**src/rtl/fetch_queue.sv**
```systemverilog
// fetch_queue: circular FIFO that decouples instruction fetch from decode.
// Each entry carries {pc, pc_p4, instr, pred_taken, pred_target} (129 bits).
// Ports:
//   clk, rst_n                  clock, asynchronous active-low reset
//   flush_i                     redirect; drops every queued entry at the next edge
//   f_valid_i / f_ready_o       fetch-side handshake (f_ready_o = not full)
//   f_pc_i .. f_pred_target_i   fetch-side entry fields
//   d_valid_o / d_ready_i       decode-side handshake for the head entry
//   d_pc_o .. d_pred_target_o   head-entry fields, zero when d_valid_o is low
//   count_o                     current occupancy, 0..DEPTH
module fetch_queue #(
  parameter int unsigned DEPTH = 4
) (
  input  logic                     clk,
  input  logic                     rst_n,
  input  logic                     flush_i,
  input  logic                     f_valid_i,
  output logic                     f_ready_o,
  input  logic [31:0]              f_pc_i,
  input  logic [31:0]              f_pc_p4_i,
  input  logic [31:0]              f_instr_i,
  input  logic                     f_pred_taken_i,
  input  logic [31:0]              f_pred_target_i,
  output logic                     d_valid_o,
  input  logic                     d_ready_i,
  output logic [31:0]              d_pc_o,
  output logic [31:0]              d_pc_p4_o,
  output logic [31:0]              d_instr_o,
  output logic                     d_pred_taken_o,
  output logic [31:0]              d_pred_target_o,
  output logic [$clog2(DEPTH):0]   count_o
);

  localparam int unsigned PtrW = $clog2(DEPTH);
  localparam int unsigned CntW = PtrW + 1;
  localparam int unsigned EntW = 129;

  logic [EntW-1:0] r_mem [DEPTH];
  logic [PtrW-1:0] r_wr_ptr;
  logic [PtrW-1:0] r_rd_ptr;
  logic [CntW-1:0] r_count;

  logic            w_full;
  logic            w_empty;
  logic            w_push;
  logic            w_pop;
  logic [EntW-1:0] w_wr_data;
  logic [EntW-1:0] w_head;

  // Explicit wrap keeps the pointer correct even if a non power-of-two depth is used.
  function automatic logic [PtrW-1:0] ptr_inc(input logic [PtrW-1:0] p);
    return (p == PtrW'(DEPTH - 1)) ? '0 : p + 1'b1;
  endfunction

  assign w_full  = (r_count == CntW'(DEPTH));
  assign w_empty = (r_count == '0);

  // Readiness is purely occupancy based, so a full queue never pushes alongside a pop.
  assign f_ready_o = !w_full;
  assign d_valid_o = !w_empty && !flush_i;

  assign w_push = f_valid_i && f_ready_o && !flush_i;
  assign w_pop  = d_valid_o && d_ready_i;

  assign w_wr_data = {f_pc_i, f_pc_p4_i, f_instr_i, f_pred_taken_i, f_pred_target_i};
  assign w_head    = r_mem[r_rd_ptr];

  // Head is read only from storage; no path from f_* to d_* exists.
  always_comb begin
    {d_pc_o, d_pc_p4_o, d_instr_o, d_pred_taken_o, d_pred_target_o} = '0;
    if (d_valid_o) begin
      {d_pc_o, d_pc_p4_o, d_instr_o, d_pred_taken_o, d_pred_target_o} = w_head;
    end
  end

  assign count_o = r_count;

  always_ff @(posedge clk or negedge rst_n) begin
    if (!rst_n) begin
      r_wr_ptr <= '0;
      r_rd_ptr <= '0;
      r_count  <= '0;
    end else if (flush_i) begin
      r_wr_ptr <= '0;
      r_rd_ptr <= '0;
      r_count  <= '0;
    end else begin
      if (w_push) r_wr_ptr <= ptr_inc(r_wr_ptr);
      if (w_pop)  r_rd_ptr <= ptr_inc(r_rd_ptr);
      case ({w_push, w_pop})
        2'b10:   r_count <= r_count + 1'b1;
        2'b01:   r_count <= r_count - 1'b1;
        default: r_count <= r_count;
      endcase
    end
  end

  // Storage is not cleared by flush; the d_* gating hides stale entries.
  always_ff @(posedge clk or negedge rst_n) begin
    if (!rst_n) begin
      for (int i = 0; i < DEPTH; i++) r_mem[i] <= '0;
    end else if (w_push) begin
      r_mem[r_wr_ptr] <= w_wr_data;
    end
  end

endmodule

```
**config.mk**
```make
export PLATFORM = sky130hd
export DESIGN_NAME = fetch_queue
export DESIGN_NICKNAME = d
export VERILOG_FILES = /design/src/rtl/fetch_queue.sv
export SDC_FILE = /design/constraint.sdc
export NUM_CORES = 1
export LEC_CHECK = 0
export CAP_MARGIN = 10
export CORE_AREA = 5 5 294 152
export CTS_CLUSTER_SIZE = 16
export DETAILED_ROUTE_END_ITERATION = 10
export DIE_AREA = 0 0 299 157
export GPL_TIMING_DRIVEN = 0
export PLACE_DENSITY = 0.8
export SETUP_SLACK_MARGIN = 0.15
export SYNTH_ARGS = -nofsm -noshare
export SYNTH_HDL_FRONTEND = slang
export SYNTH_SLANG_ARGS = --single-unit
export TNS_END_PERCENT = 10
```
**constraint.sdc**
```tcl
create_clock -name clk -period 2.3 [get_ports clk]
set_input_delay 0.345 -clock clk [delete_from_list [all_inputs] [get_ports clk]]
set_output_delay 0.345 -clock clk [all_outputs]
set_load 0.02 [all_outputs]
```
==> results of run 1 <==
==> layer usage <==
layer	GRT usage (%)	routed length, um	vias to the layer above
li1	-	-	6032
met1	32.4	23500	7617
met2	46.0	32000	297
met3	3.56	2070	111
met4	7.41	1650	0
met5	0	0	-
==> sequential cells by signal, indices dropped and copies added, names as in the netlist <==
register / count
r_mem: 516
r_rd_ptr: 2
count_o: 3
r_wr_ptr: 2
==> placed cells by master, fill, tap and decap left out, types with 14 or more instances in the layout <==
master	count
sky130_fd_sc_hd__buf_2	54
sky130_fd_sc_hd__mux2_2	360
sky130_fd_sc_hd__dlygate4sd2_1	15
sky130_fd_sc_hd__buf_16	14
sky130_fd_sc_hd__buf_12	19
sky130_fd_sc_hd__clkbuf_16	48
sky130_fd_sc_hd__mux4_2	129
sky130_fd_sc_hd__buf_4	56
sky130_fd_sc_hd__clkdlybuf4s50_1	132
sky130_fd_sc_hd__clkbuf_2	14
sky130_fd_sc_hd__and2_1	72
sky130_fd_sc_hd__dfrtp_1	520
sky130_fd_sc_hd__mux2_1	157
sky130_fd_sc_hd__buf_6	72
sky130_fd_sc_hd__and2_4	57
==> metrics by stage <==
step	TNS, ns	cell area, um2	total power (W)
final	-40.88	29400	0.0315
after global routing	-51.80	29400	0.0330
after CTS	-46.72	29100	0.0314
after detailed placement	-173.67	27000	0.0230
after global placement	-	26900	0.0222
after floorplan	0	23500	0.0199
==> cells by family (layout without fill, tap and decap cells) <==
logic type / after synthesis / count (layout) / synth area share (%)
mux: 646 / 646 / 37.1
flops: 523 / 523 / 55.6
simple gates: 157 / 157 / 4.02
buf+inv: 106 / 489 / 2.60
compound gates: 9 / 9 / 0.239
fa+ha+maj: 5 / 5 / 0.298
xor+xnor: 4 / 4 / 0.149
other cells: 0 / 6 / 0
==> area by class of cell <==
class | count | area share (%)
repair buffers | 299 | 10.5
clock buffers | 63 | 4.51
inverters | 4 | 0.0511
multi-input cells | 821 | 34.0
well taps | 550 | 2.34
clock inverters | 21 | 0.673
plain buffers | 102 | 3.29
flip-flops and latches | 523 | 44.5
diodes | 6 | 0.0511
==> worst register-to-register path, stage by stage, from the launching register on <==
cell and delay, ns:
sky130_fd_sc_hd__dfrtp_2 0.44, sky130_fd_sc_hd__buf_4 0.18, sky130_fd_sc_hd__o31a_1 0.36, sky130_fd_sc_hd__o21ai_1 0.15, sky130_fd_sc_hd__nor2_1 0.08, sky130_fd_sc_hd__fa_1 0.39
sky130_fd_sc_hd__o22ai_1 0.20, sky130_fd_sc_hd__mux2_2 0.35
==> report_power, final <==
part | switching [W] | leakage [nW] | total (W) | internal [W]
clock | 0.00353 | 0.763 | 0.00793 | 0.00440
sequential | 0.00184 | 6.54 | 0.0146 | 0.0127
combinational | 0.00334 | 5.95 | 0.00898 | 0.00565
==> repair_timing <==
item	CTS	global route
resized for setup	677	138
buffers inserted	16	3
endpoints found under the setup margin	350	569
cloned	10	1
hold endpoints to repair	117	84
pin swaps	13	12
==> path summary, 6_finish.rpt <==
check	start	to	slack (ns)
hold reg to reg	r_mem[496]$_DFFE_PN0P_	r_mem[496]$_DFFE_PN0P_	0.49
hold / removal	rst_n	r_mem[272]$_DFFE_PN0P_	-0.15
min in group clk	f_valid_i	r_wr_ptr[1]$_DFFE_PN0P_	0.13
setup reg to reg	count_o[1]$_DFFE_PN0P_	count_o[2]$_DFFE_PN0P_	0.03
max in group asynchronous	rst_n	r_mem[236]$_DFFE_PN0P_	0.64
setup / recovery	r_rd_ptr[0]$_DFFE_PN0P_	d_pc_o[24]	-0.45
==> flow_summary.ini, run 1 <==
[sta]
skew_ns = 0.0177
hold_slack_ns = -0.154
timing.final.crit_share_pct = 120
final_hold_violations = 117
relSlewSlack_pct = 40.0
setup_viol = 129
setup_slack_ns = -0.452
timing.final.crit_period_ns = 2.75
worst-slew-pin-transition_ns = 0.900
unrepaired_setup_endpoints_after_global_routing = yes
achievable-frequency_mhz = 363
final_max_tran_viols = 0

[clocking]
tritoncts.num_buffers = 46
ctsHtreeMaxLevel = 2
worstSkewPairLatency_ns = 0.56
tritoncts = yes
clk_pin_slew_worst_paths_ns = 0.06
cts_max_path_buffers = 3
cts.sinks = 523
root_buffer = sky130_fd_sc_hd__clkbuf_16

[global_route]
grt_pass1_wl_um = 93300
grt_overflow_total = 0
grt_start_max_net_pins = 130
grt_pass1_vias = 15960
initial_antenna_violation_count = 5
global_route.usage.total_pct = 25.4

[yosys]
synth_cell_types = 30
synth_most_common_cell = sky130_fd_sc_hd__dfrtp_1
yosys.area.top_type_share_pct = 55.6
ys_top_cells_by_count = sky130_fd_sc_hd__dfrtp_1 (523), sky130_fd_sc_hd__mux2_2 (360), sky130_fd_sc_hd__mux2_1 (157)
synthFlopType = sky130_fd_sc_hd__dfrtp_1
post_synth_main_area_contributors = sky130_fd_sc_hd__dfrtp_1 (56%), sky130_fd_sc_hd__mux2_2 (17%), sky130_fd_sc_hd__mux4_2 (12%), sky130_fd_sc_hd__mux2_1 (7.5%), sky130_fd_sc_hd__and2_1 (3.4%)
postSynthAreaPerCell_um2 = 16.2
synthCells = 1450
async_flop_share_pct = 100
synth.yosys.seq_area_share_pct = 55.6
yosys_register_bits = 523
post-synth-top-area-cell = sky130_fd_sc_hd__dfrtp_1
synth-edff-count = 0
postSynthNetCount = 1589
netlist_area_mm2 = 0.0235
ys.warnings.count = 0

[final_layout]
utilization_pct = 70.6
multi_input_comb_area_mm2 = 0.0100
areaGrowthSynthToFinish_pct = 24.9
register_area_mm2 = 0.0131
final_layout_size_suffix_gt1_share_pct = 48.2
fin_cells = 2389
layout.nets = 1936
fill_cells = 2606

[die]
die_area_mm2 = 0.0469
die_h_um = 157
initial_core_util_pct = 56.5
fp.coreArea_mm2 = 0.0416
boundaryPins = 268
row_count = 53
chipWidth_um = 299

[worst_setup_path]
cp.arrival_ns = 2.41
cpMaxStageDelayCell = sky130_fd_sc_hd__mux4_2
critical-path-max-stage-delay_ns = 0.52
cp.depth = 8
critical_path.top_delay_family = buffers and inverters
ff2ff_path_depth = 7
critical_path.n_buffers_inverters = 6
crit_path_cell_trace = buf_8 > buf_16 > buf_12 > buf_12 > buf_12 > mux4_2 > and2_4 > buf_6
crit_type = flip-flop to output port
cpMostUsedCell = sky130_fd_sc_hd__buf_12
worstSetupEndpointType = output port
critical_path_peak_fanout = 8
crit_path_start_kind = flip-flop
worst-endpoint-required_ns = 1.96

[place]
post-place-cells = 2269
placement_setup_slack_ns = -1.62
io_buffer_count = 265
detailedPlacementHpwl_um = 39500
globalplace.congestion = 0.845

[run_status]
violations_in_the_final_reports = hold timing, setup timing
status = complete, but fails checks

[drt]
routed_wl_um = 59200
drt_pass1_iterations = 6
post_dr_wirelength_cell_um = 24.8
post-route-drc-count = 0
detailroute.via_count = 14057
drtAntennaViolNets = 0
first_iter_violations = 862
avgViaCountPerCell = 5.88

[power_and_ir_drop]
power_density_mw_per_mm2 = 1070
vdd_ir_drop_max_uv = 645
power_leakage_nw = 13.3

[hold_path]
timing.hold.worst.class = primary input to asynchronous set/reset pin

[job]
maxCapViolCount = 0
No activity file was read; power rests on OpenSTA's default activity.
==> inputs of run 2 (changes only) <==
SLEW_MARGIN = 20   (was default)
==> flow_summary.ini, run 2 (synthesis results as in run 1) <==
[worst_setup_path]
cp.arrival_ns = 2.43
critical_path_peak_fanout = 7
crit_path_cell_trace = buf_8 > buf_12 > buf_12 > buf_8 > buf_16 > mux4_2 > and2_4 > buf_6
worstSetupEndpointType = output port
cpMaxStageDelayCell = sky130_fd_sc_hd__mux4_2
critical_path.top_delay_family = buffers and inverters
crit_type = flip-flop to output port
worst-endpoint-required_ns = 1.96
crit_path_start_kind = flip-flop
critical_path.n_buffers_inverters = 6
critical-path-max-stage-delay_ns = 0.51

[clocking]
ctsHtreeMaxLevel = 2
tritoncts.num_buffers = 46
cts.sinks = 523
clk_pin_slew_worst_paths_ns = 0.07
root_buffer = sky130_fd_sc_hd__clkbuf_16
worstSkewPairLatency_ns = 0.57
tritoncts = yes
cts_max_path_buffers = 3

[final_layout]
largest_register_ffs = 516
mostFrequentLayoutCell = sky130_fd_sc_hd__dfrtp_1
utilization_pct = 71.7
areaGrowthSynthToFinish_pct = 26.9
fill_cells = 2513
layout.nets = 1959
final_layout_size_suffix_gt1_share_pct = 49.5
fin_cells = 2415
max_flop_register = r_mem
leading_cell_types_in_the_layout_fill_and_taps_excluded = sky130_fd_sc_hd__dfrtp_1 (520), sky130_fd_sc_hd__mux2_2 (360), sky130_fd_sc_hd__mux2_1 (157)

[power_and_ir_drop]
power_density_mw_per_mm2 = 1080
vdd_ir_drop_max_uv = 602
p_total_w = 0.0321
power_leakage_nw = 13.5

[global_route]
grt_pass1_vias = 16014
initial_antenna_violation_count = 9
grt_pass1_wl_um = 91900
grt_overflow_total = 0
global_route.usage.total_pct = 25.1
grt_start_max_net_pins = 112

[sta]
setup_slack_ns = -0.474
final_max_tran_viols = 0
setup_viol = 129
achievable-frequency_mhz = 360
worst-slew-pin-transition_ns = 0.585
skew_ns = 0.0209
setup_tns_ns = -47.70
final_hold_violations = 0
timing.final.crit_share_pct = 121
hold_slack_ns = 0.0317
relSlewSlack_pct = 61.0
unrepaired_setup_endpoints_after_global_routing = yes
timing.final.crit_period_ns = 2.77

[drt]
drt_pass1_iterations = 5
drtAntennaViolNets = 0
post_dr_wirelength_cell_um = 24.9
first_iter_violations = 902
avgViaCountPerCell = 5.85
post-route-drc-count = 0
routed_wl_um = 60100
detailroute.via_count = 14137

[die]
chipWidth_um = 299
row_count = 53
initial_core_util_pct = 56.5
boundaryPins = 268
fp.coreArea_mm2 = 0.0416
die_area_mm2 = 0.0469
die_h_um = 157

[run_status]
violations_in_the_final_reports = setup timing
status = complete, but fails checks

[hold_path]
timing.hold.worst.class = primary input to asynchronous set/reset pin

[place]
detailedPlacementHpwl_um = 39600
post-place-cells = 2270
globalplace.congestion = 0.845
io_buffer_count = 265

[job]
maxCapViolCount = 0
run 2: changes by cell type in the layout (fill, tap and decap cells not counted), sizes merged, moves of 2 or more:
| cell | previous run | this run |
|---|---|---|
| dlygate4sd2 | 15 | 9 |
| buf | 220 | 248 |
| clkbuf | 95 | 106 |
| bufinv | 3 | 5 |
| clkinv | 15 | 3 |
| diode | 6 | 11 |
run 2: repair_timing:
item                                   in CTS  in global routing
buffers inserted                           17                 21
hold buffers                                1                  1
endpoints found under the hold margin      44                 44
gates resized for setup                   677                208
pin swaps                                   8                 25
setup endpoints to repair                 472                653
cloned                                      9                  3
run 2: path summary, 6_finish.rpt:
check	startpoint	end	slack, ns	cells after the start
setup / recovery	r_rd_ptr[0]$_DFFE_PN0P_	d_instr_o[26]	-0.47	8
hold / removal	rst_n	r_mem[142]$_DFFE_PN0P_	0.03	3
setup reg to reg	count_o[1]$_DFFE_PN0P_	count_o[2]$_DFFE_PN0P_	0.07	7
hold reg to reg	r_mem[376]$_DFFE_PN0P_	r_mem[376]$_DFFE_PN0P_	0.49	1
max in group asynchronous	rst_n	r_mem[233]$_DFFE_PN0P_	0.96	5
min in group clk	f_valid_i	r_wr_ptr[1]$_DFFE_PN0P_	0.12	3
run 2: final cells by class:
class                           instances  area, um2  area share [%]
Sequential cell                       523      13100            43.8
Timing Repair Buffer                  322       3410            11.4
Tap cell                              550        688            2.30
Inverter                                4       15.0          0.0503
Clock buffer                           73       1430            4.80
Antenna cell                           11       27.5          0.0922
Multi-Input combinational cell        821      10000            33.6
Buffer                                102        990            3.31
Clock inverter                          9        174           0.582
run 2: routing by layer:
| metal | vias up | wire length [um] | track usage [%] |
|---|---|---|---|
| met5 | - | 0 | 0 |
| met4 | 0 | 2020 | 9.28 |
| met3 | 112 | 2090 | 3.74 |
| met2 | 296 | 32600 | 45.7 |
| met1 | 7662 | 23400 | 30.9 |
| li1 | 6067 | - | - |
run 2: through the flow:
stage | cell area, um2 | setup WS, ns
4_1_cts | 29200 | -0.471
5_1_grt | 29900 | -0.552
3_5_place_dp | 27000 | -1.64
3_3_place_gp | 26900 | -20.07
2_1_floorplan | 23500 | 0.219
6_report | 29900 | -0.474
run 2: tightest hold or removal path, cell delays in order:
cell,delay (ns)
sky130_fd_sc_hd__dlymetal6s4s_1,0.20
sky130_fd_sc_hd__clkbuf_16,0.19
sky130_fd_sc_hd__buf_16,0.24
run 2: where the power goes:
part           internal, W  total [W]  switching, W
logic              0.00583    0.00925       0.00341
clock network      0.00483    0.00827       0.00344
registers           0.0127     0.0146       0.00186
total               0.0234     0.0321       0.00871
==> patch: new RTL, config.mk and constraints of run 2 <==
Reset style: synchronous (`rst_n`), changed in 2 clocked blocks. Comments in the files are not updated.
--- a/src/rtl/fetch_queue.sv
+++ b/src/rtl/fetch_queue.sv
@@ -76,5 +76,5 @@
   assign count_o = r_count;
 
-  always_ff @(posedge clk or negedge rst_n) begin
+  always_ff @(posedge clk) begin
     if (!rst_n) begin
       r_wr_ptr <= '0;
@@ -97,5 +97,5 @@
 
   // Storage is not cleared by flush; the d_* gating hides stale entries.
-  always_ff @(posedge clk or negedge rst_n) begin
+  always_ff @(posedge clk) begin
     if (!rst_n) begin
       for (int i = 0; i < DEPTH; i++) r_mem[i] <= '0;
Function: differs if rst_n is asserted again (counterexample within 4 cycles, from zero or initial values and one cycle with rst_n low); with rst_n held inactive, the same outputs for 4 cycles.
==> patch against run 2 <==
- the flow still finishes with violations (negative setup slack)
- non-clock buffer count increased by 47
- design area increased by 1.2%
- global-route usage up 1.9 points
- worst setup slack improved by 0.12 ns
- sequential cell count grew 2
- area after synthesis is 0.86% higher
- critical path type unchanged
- via count increased by 8.4%
- first-iteration DRC count rose by 130%
- highest routed layer is now met5
- routed wire length increased by 9.7%
- count of clock-buffer cells in the layout decreased by 8
Power is not compared: it rests on default switching activity, and its combinational part moved more than twofold at a synthesized area within 25%.
==> patch: results (changes against run 2) <==
<table>
<tr><th>Metric</th><th>Value</th></tr>
<tr><th colspan="2">Status</th></tr>
<tr><td>Status</td><td>complete, but fails checks (unchanged)</td></tr>
<tr><td>Violations in the final reports</td><td>negative setup slack (unchanged)</td></tr>
<tr><th colspan="2">Placed design</th></tr>
<tr><td>Number of cells after detailed placement</td><td>2329 (was 2270)</td></tr>
<tr><th colspan="2">Route</th></tr>
<tr><td>Met1 Routed Length</td><td>23300 um (was 23400 um)</td></tr>
<tr><td>Number of DRC violations after detailed-routing iteration 0</td><td>2077 (was 902)</td></tr>
<tr><th colspan="2">CTS</th></tr>
<tr><td>Number of sinks on the clock net</td><td>525 (was 523)</td></tr>
<tr><td>Number of post-CTS setup repair buffers</td><td>12 (was 17)</td></tr>
<tr><td>Count of instances resized after the clock tree is built</td><td>641 (was 677)</td></tr>
<tr><th colspan="2">Cells and area</th></tr>
<tr><td>Ratio of cells with drive above 1 in the final layout</td><td>0.288 (was 0.495)</td></tr>
<tr><td>Number of cells in the finished layout apart from fillers</td><td>2462 (was 2415)</td></tr>
<tr><td>Final #Nets</td><td>2003 (was 1959)</td></tr>
<tr><th colspan="2">Timing</th></tr>
<tr><td>Final WS setup</td><td>-0.357 ns (was -0.474 ns)</td></tr>
<tr><td>Worst hold slack</td><td>0.498 ns (was 0.0317 ns)</td></tr>
<tr><td>Transition time of the tightest slew-check pin</td><td>1.13 ns (was 0.585 ns)</td></tr>
<tr><td>Clock tree skew after final layout</td><td>0.0169 ns (was 0.0209 ns)</td></tr>
<tr><td>Final setup vio count</td><td>763 (was 129)</td></tr>
<tr><th colspan="2">GRT</th></tr>
<tr><td>Number of antenna violations at the first check in global routing</td><td>11 (was 9)</td></tr>
<tr><td>GRT Resource Usage Total</td><td>0.269 (was 0.251)</td></tr>
<tr><td>GR Util met1</td><td>0.342 (was 0.309)</td></tr>
<tr><th colspan="2">Synthesis</th></tr>
<tr><td>Sequential share of the synthesized area</td><td>0.660 (was 0.556)</td></tr>
<tr><td>Synth unique cells</td><td>26 (was 30)</td></tr>
<tr><td>Synth area leaders</td><td>edfxtp_1 (65%), mux4_2 (12%), and3_1 (10%), and2_1 (6.8%), buf_6 (1.6%) (was dfrtp_1 (56%), mux2_2 (17%), mux4_2 (12%), mux2_1 (7.5%), and2_1 (3.4%))</td></tr>
<tr><th colspan="2">Min path</th></tr>
<tr><td>Worst min-delay path category</td><td>in -&gt; reg (was in -&gt; async)</td></tr>
<tr><th colspan="2">Worst setup path</th></tr>
<tr><td>Worst Path Max Fanout</td><td>5 (was 7)</td></tr>
<tr><td>Worst path arrival time</td><td>2.31 ns (was 2.43 ns)</td></tr>
</table>
## patch: area by class of cell
cell class	count	area, sq um
flip-flops and latches	525	15700
fillers	2444	11400
multi-input cells	817	7520
repair buffers	329	3600
clock buffers	65	1290
plain buffers	142	1270
well taps	550	688
clock inverters	20	134
diodes	10	25.0
inverters	4	15.0
## patch: cells by family after synthesis
| logic type | count (synthesis) | share of synthesized area |
|---|---|---|
| fa+ha+maj | 4 | 0.00242 |
| mux | 133 | 0.124 |
| xor+xnor | 2 | 0.000738 |
| simple gates | 670 | 0.176 |
| flops | 525 | 0.660 |
| compound gates | 7 | 0.00190 |
| buf+inv | 147 | 0.0348 |
## patch: power groups by stage
stage | clock, mW | sequential (mW) | combinational (mW)
finish | 7.55 | 11.0 | 1.55
floorplan | 0 | 11.2 | 0.656
CTS | 7.51 | 11.0 | 1.49
detailed placement | 0 | 11.2 | 1.44
global placement | 0 | 11.3 | 1.30
global route | 7.97 | 11.1 | 1.63
